File: src/rtl/lsu_pkg.sv
`default_nettype none
// ============================================================================
//  Module      : lsu_pkg
//  Description : Shared definitions for the load/store data-memory sequencer:
//                RV32I load/store funct3 codes, FSM state type, byte-size
//                masks and small helpers for size, legality and extension.
//  Revision    : 1.0  initial release
// ============================================================================
package lsu_pkg;

    // RV32I funct3 encodings for loads and stores
    localparam logic [2:0] F3_B  = 3'b000;
    localparam logic [2:0] F3_H  = 3'b001;
    localparam logic [2:0] F3_W  = 3'b010;
    localparam logic [2:0] F3_BU = 3'b100;
    localparam logic [2:0] F3_HU = 3'b101;

    // Sequencer states
    typedef enum logic {
        IDLE  = 1'b0,
        SPLIT = 1'b1
    } state_t;

    // Byte-lane masks for each access size, before shifting to the offset
    localparam logic [3:0] SZ_MASK_B = 4'b0001;
    localparam logic [3:0] SZ_MASK_H = 4'b0011;
    localparam logic [3:0] SZ_MASK_W = 4'b1111;

    // Byte-lane mask for the access size encoded in funct3
    function automatic logic [3:0] size_mask(input logic [2:0] f3);
        logic [3:0] m;
        case (f3)
            F3_B, F3_BU: m = SZ_MASK_B;
            F3_H, F3_HU: m = SZ_MASK_H;
            default:     m = SZ_MASK_W;
        endcase
        return m;
    endfunction

    // Access size in bytes; illegal codes are treated as a word so the
    // range check stays conservative
    function automatic logic [2:0] size_bytes(input logic [2:0] f3);
        logic [2:0] s;
        case (f3)
            F3_B, F3_BU: s = 3'd1;
            F3_H, F3_HU: s = 3'd2;
            default:     s = 3'd4;
        endcase
        return s;
    endfunction

    // Stores have no unsigned variants, so BU/HU are only legal on loads
    function automatic logic f3_legal(input logic we, input logic [2:0] f3);
        logic ok;
        case (f3)
            F3_B, F3_H, F3_W: ok = 1'b1;
            F3_BU, F3_HU:     ok = !we;
            default:          ok = 1'b0;
        endcase
        return ok;
    endfunction

    // Extend right-justified raw load data according to funct3
    function automatic logic [31:0] load_extend(input logic [2:0] f3, input logic [31:0] raw);
        logic [31:0] d;
        case (f3)
            F3_B:    d = {{24{raw[7]}}, raw[7:0]};
            F3_H:    d = {{16{raw[15]}}, raw[15:0]};
            F3_BU:   d = {24'h000000, raw[7:0]};
            F3_HU:   d = {16'h0000, raw[15:0]};
            default: d = raw;
        endcase
        return d;
    endfunction

endpackage
`default_nettype wire

File: src/rtl/lsu_dmem_ctrl_byte_lane.sv
`default_nettype none
// ============================================================================
//  Module      : lsu_byte_lane
//  Description : Combinational byte-lane steering for one memory access
//                phase. Produces the write strobe and lane-aligned write data
//                for either the first (low word) or second (high word) phase
//                of an access, and flags accesses that cross a word boundary.
//  Ports       : i_funct3        access funct3 (selects size)
//                i_offset        byte offset within the word (addr[1:0])
//                i_wdata         right-justified store data
//                i_second_phase  0 = low-word phase, 1 = high-word phase
//                o_strb          byte strobe for this phase
//                o_wdata         lane-aligned write data for this phase
//                o_misaligned    access spans two words
//  Revision    : 1.0  initial release
// ============================================================================
module lsu_byte_lane
    import lsu_pkg::*;
(
    input  logic [2:0]  i_funct3,
    input  logic [1:0]  i_offset,
    input  logic [31:0] i_wdata,
    input  logic        i_second_phase,
    output logic [3:0]  o_strb,
    output logic [31:0] o_wdata,
    output logic        o_misaligned
);

    logic [3:0] w_mask;
    logic [2:0] w_size;
    logic [2:0] w_rem;       // bytes of the low word covered: 4 - offset
    logic [3:0] w_strb_lo;
    logic [3:0] w_strb_hi;

    assign w_mask = size_mask(i_funct3);
    assign w_size = size_bytes(i_funct3);
    assign w_rem  = 3'd4 - {1'b0, i_offset};

    // The 4-bit result context drops lanes that spill into the next word;
    // those lanes reappear at the bottom of the second-phase strobe.
    assign w_strb_lo = w_mask << i_offset;
    assign w_strb_hi = w_mask >> w_rem;

    assign o_misaligned = ({1'b0, i_offset} + w_size) > 3'd4;

    always_comb begin
        o_strb  = w_strb_lo;
        o_wdata = i_wdata << {i_offset, 3'b000};
        if (i_second_phase) begin
            o_strb  = w_strb_hi;
            o_wdata = i_wdata >> {w_rem, 3'b000};
        end
    end

endmodule
`default_nettype wire

File: src/rtl/lsu_dmem_ctrl.sv
`default_nettype none
// ============================================================================
//  Module      : lsu_dmem_ctrl
//  Description : Load/store sequencer between the MEM pipeline stage and a
//                single-port, byte-strobed data memory. Aligned accesses use
//                one memory cycle; accesses crossing a word boundary are
//                split into two cycles while the pipeline is stalled. Load
//                data is sign/zero-extended, illegal or out-of-range accesses
//                return an error response without touching memory.
//  Ports       : clk, reset (async, active-low)
//                i_req_*   request from MEM stage, o_req_ready = accept
//                o_resp_*  one-cycle completion pulse with load data / error
//                o_mem_*   word-aligned strobed memory port, i_mem_rdata is
//                          combinational read data for o_mem_addr
//  Revision    : 1.0  initial release
// ============================================================================
module lsu_dmem_ctrl
    import lsu_pkg::*;
#(
    parameter int DEPTH       = 128,
    parameter int ADDR_W      = $clog2(DEPTH) + 2,
    parameter bit MISALIGN_EN = 1'b1
) (
    input  logic              clk,
    input  logic              reset,
    input  logic              i_req_valid,
    output logic              o_req_ready,
    input  logic              i_req_we,
    input  logic [2:0]        i_req_funct3,
    input  logic [ADDR_W-1:0] i_req_addr,
    input  logic [31:0]       i_req_wdata,
    output logic              o_resp_valid,
    output logic [31:0]       o_resp_rdata,
    output logic              o_resp_err,
    output logic              o_mem_we,
    output logic [ADDR_W-1:0] o_mem_addr,
    output logic [3:0]        o_mem_strb,
    output logic [31:0]       o_mem_wdata,
    input  logic [31:0]       i_mem_rdata
);

    localparam logic [ADDR_W:0] C_LIMIT = (ADDR_W+1)'(DEPTH * 4);

    // ------------------------------------------------------------------
    // Registered state
    // ------------------------------------------------------------------
    state_t              r_state;
    logic                r_we;
    logic [2:0]          r_f3;
    logic [1:0]          r_k;
    logic [31:0]         r_wdata;
    logic [ADDR_W-3:0]   r_word_hi;     // word index of the second phase
    logic [31:0]         r_low;         // low part of a split load
    logic                r_resp_valid;
    logic [31:0]         r_resp_rdata;
    logic                r_resp_err;

    // ------------------------------------------------------------------
    // Request decode
    // ------------------------------------------------------------------
    logic                w_idle;
    logic                w_ready;
    logic                w_accept;
    logic [2:0]          w_size;
    logic [ADDR_W:0]     w_last;
    logic                w_illegal;
    logic                w_oor;
    logic                w_mis;
    logic                w_err;
    logic                w_go;

    assign w_idle   = (r_state == IDLE);
    // Gating with reset keeps every memory-side output quiet while reset
    // is held, even though the reset itself is asynchronous.
    assign w_ready  = w_idle && reset;
    assign w_accept = w_ready && i_req_valid;

    assign w_size    = size_bytes(i_req_funct3);
    assign w_last    = {1'b0, i_req_addr} + (ADDR_W+1)'(w_size) - (ADDR_W+1)'(1);
    assign w_illegal = !f3_legal(i_req_we, i_req_funct3);
    assign w_oor     = (w_last >= C_LIMIT);
    assign w_err     = w_illegal || w_oor || (w_mis && !MISALIGN_EN);
    assign w_go      = w_accept && !w_err;

    // ------------------------------------------------------------------
    // Byte-lane steering, shared by both phases: live request fields in
    // IDLE, latched fields in SPLIT.
    // ------------------------------------------------------------------
    logic [2:0]  w_lane_f3;
    logic [1:0]  w_lane_k;
    logic [31:0] w_lane_wdata_in;
    logic [3:0]  w_lane_strb;
    logic [31:0] w_lane_wdata;

    assign w_lane_f3       = w_idle ? i_req_funct3    : r_f3;
    assign w_lane_k        = w_idle ? i_req_addr[1:0] : r_k;
    assign w_lane_wdata_in = w_idle ? i_req_wdata     : r_wdata;

    lsu_byte_lane u_lane (
        .i_funct3       (w_lane_f3),
        .i_offset       (w_lane_k),
        .i_wdata        (w_lane_wdata_in),
        .i_second_phase (!w_idle),
        .o_strb         (w_lane_strb),
        .o_wdata        (w_lane_wdata),
        .o_misaligned   (w_mis)
    );

    // ------------------------------------------------------------------
    // Load data alignment
    // ------------------------------------------------------------------
    logic [31:0] w_lo_raw;
    logic [5:0]  w_hi_sh;
    logic [31:0] w_merged;

    assign w_lo_raw = i_mem_rdata >> {i_req_addr[1:0], 3'b000};
    assign w_hi_sh  = {(3'd4 - {1'b0, r_k}), 3'b000};
    assign w_merged = r_low | (i_mem_rdata << w_hi_sh);

    // ------------------------------------------------------------------
    // Memory port: driven combinationally in the accept cycle, or from
    // latched fields during the second phase.
    // ------------------------------------------------------------------
    always_comb begin
        o_mem_we    = 1'b0;
        o_mem_addr  = '0;
        o_mem_strb  = 4'b0000;
        o_mem_wdata = 32'h0000_0000;
        if (w_go) begin
            o_mem_we    = i_req_we;
            o_mem_addr  = {i_req_addr[ADDR_W-1:2], 2'b00};
            o_mem_strb  = i_req_we ? w_lane_strb  : 4'b1111;
            o_mem_wdata = i_req_we ? w_lane_wdata : 32'h0000_0000;
        end else if (!w_idle && reset) begin
            o_mem_we    = r_we;
            o_mem_addr  = {r_word_hi, 2'b00};
            o_mem_strb  = r_we ? w_lane_strb  : 4'b1111;
            o_mem_wdata = r_we ? w_lane_wdata : 32'h0000_0000;
        end
    end

    // ------------------------------------------------------------------
    // Sequencer FSM with registered response
    // ------------------------------------------------------------------
    always_ff @(posedge clk or negedge reset) begin
        if (!reset) begin
            r_state      <= IDLE;
            r_we         <= 1'b0;
            r_f3         <= 3'b000;
            r_k          <= 2'b00;
            r_wdata      <= 32'h0000_0000;
            r_word_hi    <= '0;
            r_low        <= 32'h0000_0000;
            r_resp_valid <= 1'b0;
            r_resp_rdata <= 32'h0000_0000;
            r_resp_err   <= 1'b0;
        end else begin
            r_resp_valid <= 1'b0;
            r_resp_rdata <= 32'h0000_0000;
            r_resp_err   <= 1'b0;
            case (r_state)
                IDLE: begin
                    if (w_accept) begin
                        if (w_err) begin
                            r_resp_valid <= 1'b1;
                            r_resp_err   <= 1'b1;
                        end else begin
                            r_we      <= i_req_we;
                            r_f3      <= i_req_funct3;
                            r_k       <= i_req_addr[1:0];
                            r_wdata   <= i_req_wdata;
                            r_word_hi <= i_req_addr[ADDR_W-1:2] + (ADDR_W-2)'(1);
                            r_low     <= w_lo_raw;
                            if (w_mis) begin
                                r_state <= SPLIT;
                            end else begin
                                r_resp_valid <= 1'b1;
                                r_resp_rdata <= i_req_we ? 32'h0000_0000
                                                         : load_extend(i_req_funct3, w_lo_raw);
                            end
                        end
                    end
                end
                SPLIT: begin
                    r_resp_valid <= 1'b1;
                    r_resp_rdata <= r_we ? 32'h0000_0000 : load_extend(r_f3, w_merged);
                    r_state      <= IDLE;
                end
                default: r_state <= IDLE;
            endcase
        end
    end

    assign o_req_ready  = w_ready;
    assign o_resp_valid = r_resp_valid;
    assign o_resp_rdata = r_resp_rdata;
    assign o_resp_err   = r_resp_err;

endmodule
`default_nettype wire

File: config.mk
export PLATFORM = sky130hd
export DESIGN_NAME = lsu_dmem_ctrl
export DESIGN_NICKNAME = d
export VERILOG_FILES = /design/src/rtl/lsu_pkg.sv /design/src/rtl/lsu_dmem_ctrl_byte_lane.sv /design/src/rtl/lsu_dmem_ctrl.sv
export SDC_FILE = /design/constraint.sdc
export NUM_CORES = 1
export LEC_CHECK = 0
export ABC_AREA = 1
export CAP_MARGIN = 30
export CORE_MARGIN = 2
export CORE_UTILIZATION = 45
export DETAILED_ROUTE_END_ITERATION = 10
export PLACE_DENSITY = 0.68
export SLEW_MARGIN = 20
export SYNTH_ARGS = -nofsm -noshare
export SYNTH_HDL_FRONTEND = slang
export SYNTH_SLANG_ARGS = --single-unit
File: constraint.sdc
create_clock -name clk -period 3.6 [get_ports clk]
set_input_delay 0.36 -clock clk [delete_from_list [all_inputs] [get_ports clk]]
set_output_delay 0.36 -clock clk [all_outputs]
set_load 0.005 [all_outputs]
==> impl_metrics.prom <==
# TYPE chip_impl_metric gauge
chip_impl_info{name="status",value="finished, final reports clean"} 1
chip_impl_metric{name="preCtsSetupSlack",unit="ns"} -0.361
chip_impl_metric{name="finalCritPeriodShare",unit="%"} 96.6
chip_impl_metric{name="clk_latency",unit="ns"} 0.36
chip_impl_metric{name="setup_tns",unit="ns"} 0
chip_impl_metric{name="met3_wirelength_from_detailed_routing",unit="mm"} 2.85
chip_impl_metric{name="grt_start_max_net_pins",unit=""} 58
chip_impl_info{name="layout.cells.most_common",value="nand2_1"} 1
chip_impl_metric{name="drt-total-wl",unit="mm"} 31.0
chip_impl_metric{name="yosys.cell_types.count",unit=""} 39
chip_impl_metric{name="synth_seq_cells",unit=""} 112
chip_impl_metric{name="cts.hold.buffers_added",unit=""} 0
chip_impl_metric{name="post_synth_edffs",unit=""} 0
chip_impl_metric{name="synth_simple_gate_area_share",unit="%"} 44.3
chip_impl_metric{name="number_of_instances_in_the_synthesized_netlist",unit=""} 1472
chip_impl_info{name="synth_top_cells_by_area",value="dfrtp_1 (31%), nand2_1 (30%), o21ai_0 (6.5%), nand3_1 (6.2%), nor2_1 (4.7%)"} 1
chip_impl_info{name="criticalPathCategory",value="in2out"} 1
chip_impl_metric{name="die_h",unit="um"} 145
chip_impl_metric{name="drtAntennaViolNets",unit=""} 0
chip_impl_metric{name="tritoncts.num_buffers",unit=""} 9
chip_impl_info{name="setup_repair_after_global_routing_missed_its_margin",value="yes"} 1
chip_impl_info{name="synth_top_family_by_area",value="simple AND/OR/NAND/NOR gates"} 1
chip_impl_metric{name="finalNonFillerCells",unit=""} 1888
chip_impl_metric{name="cts.sink_count",unit=""} 112
chip_impl_metric{name="cp.arrival",unit="ns"} 3.12
chip_impl_metric{name="antennaDiodeCount",unit=""} 0
chip_impl_metric{name="nets",unit=""} 1719
chip_impl_metric{name="gp_congestion",unit=""} 0.932
chip_impl_metric{name="dp_hpwl",unit="mm"} 21.8
chip_impl_metric{name="drt-initial-drc-count",unit=""} 1374
chip_impl_metric{name="synth-seq-area-share",unit="%"} 31.2
chip_impl_metric{name="critical_path_maximum_fanout",unit=""} 15
chip_impl_metric{name="finalWorstSetupSlack",unit="ns"} 0.122
chip_impl_metric{name="static-leakage-power",unit="nW"} 6.07
chip_impl_metric{name="worst_ep_required_time",unit="ns"} 3.24
chip_impl_metric{name="postSynthAreaPerCell",unit="um^2"} 6.10
chip_impl_metric{name="final.setup_skew",unit="ns"} 0.00822
chip_impl_metric{name="post_synth_xor_area_fraction",unit="%"} 0.488
chip_impl_metric{name="area.growth.synth_to_final",unit="%"} 26.0
chip_impl_metric{name="route.detailed.drc",unit=""} 0
chip_impl_metric{name="globalRouteOverflowTotal",unit=""} 0
chip_impl_metric{name="design.die.area",unit="um^2"} 21100
chip_impl_metric{name="wl_per_cell",unit="um"} 16.4
chip_impl_metric{name="placement.io_buffers",unit=""} 158
chip_impl_metric{name="floorplan.io_pins",unit=""} 161
chip_impl_metric{name="cts.htree.levels",unit=""} 3
chip_impl_metric{name="number_of_global_route_vias_before_repair",unit=""} 8664
chip_impl_metric{name="initial_utilization",unit="%"} 46.0
chip_impl_metric{name="placed_inst_area",unit="um^2"} 10800
chip_impl_metric{name="worst_ir_drop_vdd",unit="mV"} 0.295
chip_impl_metric{name="track_usage",unit="%"} 28.9
chip_impl_metric{name="drv.max_cap_violation_count",unit=""} 0
chip_impl_metric{name="die_width",unit="um"} 145
chip_impl_metric{name="synth-adder-area-share",unit="%"} 2.96
chip_impl_info{name="crit_path_end_kind",value="output port"} 1
chip_impl_metric{name="fmaxAchievable",unit="GHz"} 0.288
chip_impl_metric{name="worst_slew_margin_rel",unit="%"} 36.5
chip_impl_metric{name="coreArea",unit="um^2"} 19500
chip_impl_metric{name="drive_above_1_share",unit="%"} 7.39
chip_impl_metric{name="grt_antenna_before_repair",unit=""} 0
chip_impl_metric{name="final_design_area_no_fill",unit="um^2"} 11300
chip_impl_info{name="clock_tree_from_tritoncts",value="built"} 1
chip_impl_metric{name="synth_area",unit="um^2"} 8980
chip_impl_metric{name="synthMuxAreaShare",unit="%"} 0
chip_impl_metric{name="postSynth.asyncResetShare",unit="%"} 100
chip_impl_metric{name="finalSetupViolations",unit=""} 0
chip_impl_info{name="cts_root_cell",value="clkbuf_16"} 1
chip_impl_info{name="synth.largest_area_cell",value="dfrtp_1"} 1
chip_impl_metric{name="placementRows",unit=""} 51
chip_impl_metric{name="path_clk_slew",unit="ns"} 0.08
chip_impl_info{name="highest-signal-layer",value="met4"} 1
chip_impl_metric{name="synth-compound-area-share",unit="%"} 11.4
chip_impl_metric{name="netlist.area_leader.share",unit="%"} 31.2
chip_impl_metric{name="worst_r2r_path_depth",unit=""} 14
chip_impl_info{name="layout_common_cells",value="nand2_1 (707), clkdlybuf4s50_1 (127), o21ai_0 (116)"} 1
chip_impl_info{name="start_kind",value="input pin"} 1
chip_impl_metric{name="finalHoldViolCount",unit=""} 0
chip_impl_metric{name="placed_cells",unit=""} 1860
chip_impl_info{name="timing.hold.worst.class",value="in2async"} 1
chip_impl_metric{name="clock_tree.buffer_depth",unit=""} 2
chip_impl_metric{name="power_per_cell_area",unit="nW/um^2"} 388
chip_impl_metric{name="met2_length",unit="mm"} 12.8
chip_impl_metric{name="final-max-slew-violation-count",unit=""} 0
chip_impl_metric{name="met1_length",unit="mm"} 15.0
chip_impl_metric{name="min_period",unit="ns"} 3.48
chip_impl_metric{name="first_pass_grt_wire_length",unit="mm"} 48.7
chip_impl_metric{name="drtPass1Iterations",unit=""} 6
chip_impl_metric{name="postLayoutCoreUtil",unit="%"} 57.9
chip_impl_metric{name="vias_per_cell",unit=""} 5.31
chip_impl_metric{name="routed-via-count",unit=""} 10000
chip_impl_info{name="ys.flop_type",value="dfrtp_1"} 1
chip_impl_metric{name="yosysWarnings",unit=""} 0
chip_impl_metric{name="worst_slew_pin_tran",unit="ns"} 0.952
[through the flow]
step                power (mW)  hold slack, ns
finish                    4.39           0.169
global route              4.65           0.244
CTS                       4.36           0.208
detailed placement        3.25           0.463
global placement          3.23           0.456
floorplan                 2.67          0.0644
[path summary, 6_finish.rpt]
check | from | slack (ns) | endpoint
max in group asynchronous | reset | 2.13 | r_state
min in group clk | r_low[0] | 0.48 | r_low[0]
worst max register to register | r_state | 0.65 | o_resp_rdata[21]
worst max-delay path | i_req_funct3[1] | 0.12 | o_mem_we
worst min register to register | r_low[0] | 0.48 | r_low[0]
worst min-delay path | reset | 0.17 | r_low[2]
[routing by layer]
metal  vias to the layer above  track usage (%)
met5                         -                0
met4                         0             6.52
met3                        32             4.53
met2                       511             39.7
met1                      4545             46.8
li1                       4945                -
[worst max-delay path: stages]
cell	delay (ns)
clkdlybuf4s15_2	0.22
inv_2	0.09
nand2_2	0.06
ha_1	0.27
inv_1	0.06
ha_1	0.13
inv_1	0.07
fa_2	0.38
nand3b_1	0.15
nand2_1	0.06
nand2_1	0.07
nand3_2	0.10
nand3_4	0.10
nor2_8	0.17
buf_12	0.17
nand2_1	0.08
nand2_1	0.07
clkdlybuf4s50_1	0.50
[registers in the layout, indices dropped and copies added (netlist names)]
| register | flops |
|---|---|
| r_k | 2 |
| r_we | 1 |
| r_f3 | 3 |
| o_resp_err | 1 |
| r_low | 32 |
| o_resp_rdata | 32 |
| r_wdata | 32 |
| r_word_hi | 7 |
| o_resp_valid | 1 |
| r_state | 1 |
[synth_stat cells, types with 7 or more instances]
cell type,instances
nand4_1,16
inv_1,71
o211ai_1,22
dfrtp_1,112
nor3_1,11
clkbuf_1,31
nand3_1,111
buf_2,21
a21oi_1,23
o21ai_0,117
o21ai_1,15
nor2_1,112
nand2_1,708
ha_1,18
buf_1,7
buf_6,19
buf_4,14
[cell families after synthesis]
logic type,Yosys count
buffers and inverters,170
other,1
AND/OR/NAND/NOR,978
AO/OA/AOI/OAI,186
XOR/XNOR,5
adder cells (fa/ha/maj),20
flip-flops,112
[power breakdown]
part / internal (mW) / switching (mW)
Clock: 0.556 / 0.544
Combinational: 0.580 / 1.06
Sequential: 1.50 / 0.159
[area by class of cell]
class                           count  area (um^2)
Fill cell                        1993         8220
Timing Repair Buffer              228         2230
Sequential cell                   112         2800
Inverter                           77          293
Clock inverter                      6         82.6
Clock buffer                        9          225
Tap cell                          265          332
Multi-Input combinational cell   1191         5340
[timing repair]
action / in CTS / in global routing
resized for setup: 30 / 22
buffers inserted: 10 / 2
gates cloned: 1 / 0
endpoints found under the hold margin: 0 / 0
endpoints found under the setup margin: 44 / 31
pin swaps: 2 / 1
No activity file was read; power rests on OpenSTA's default activity.
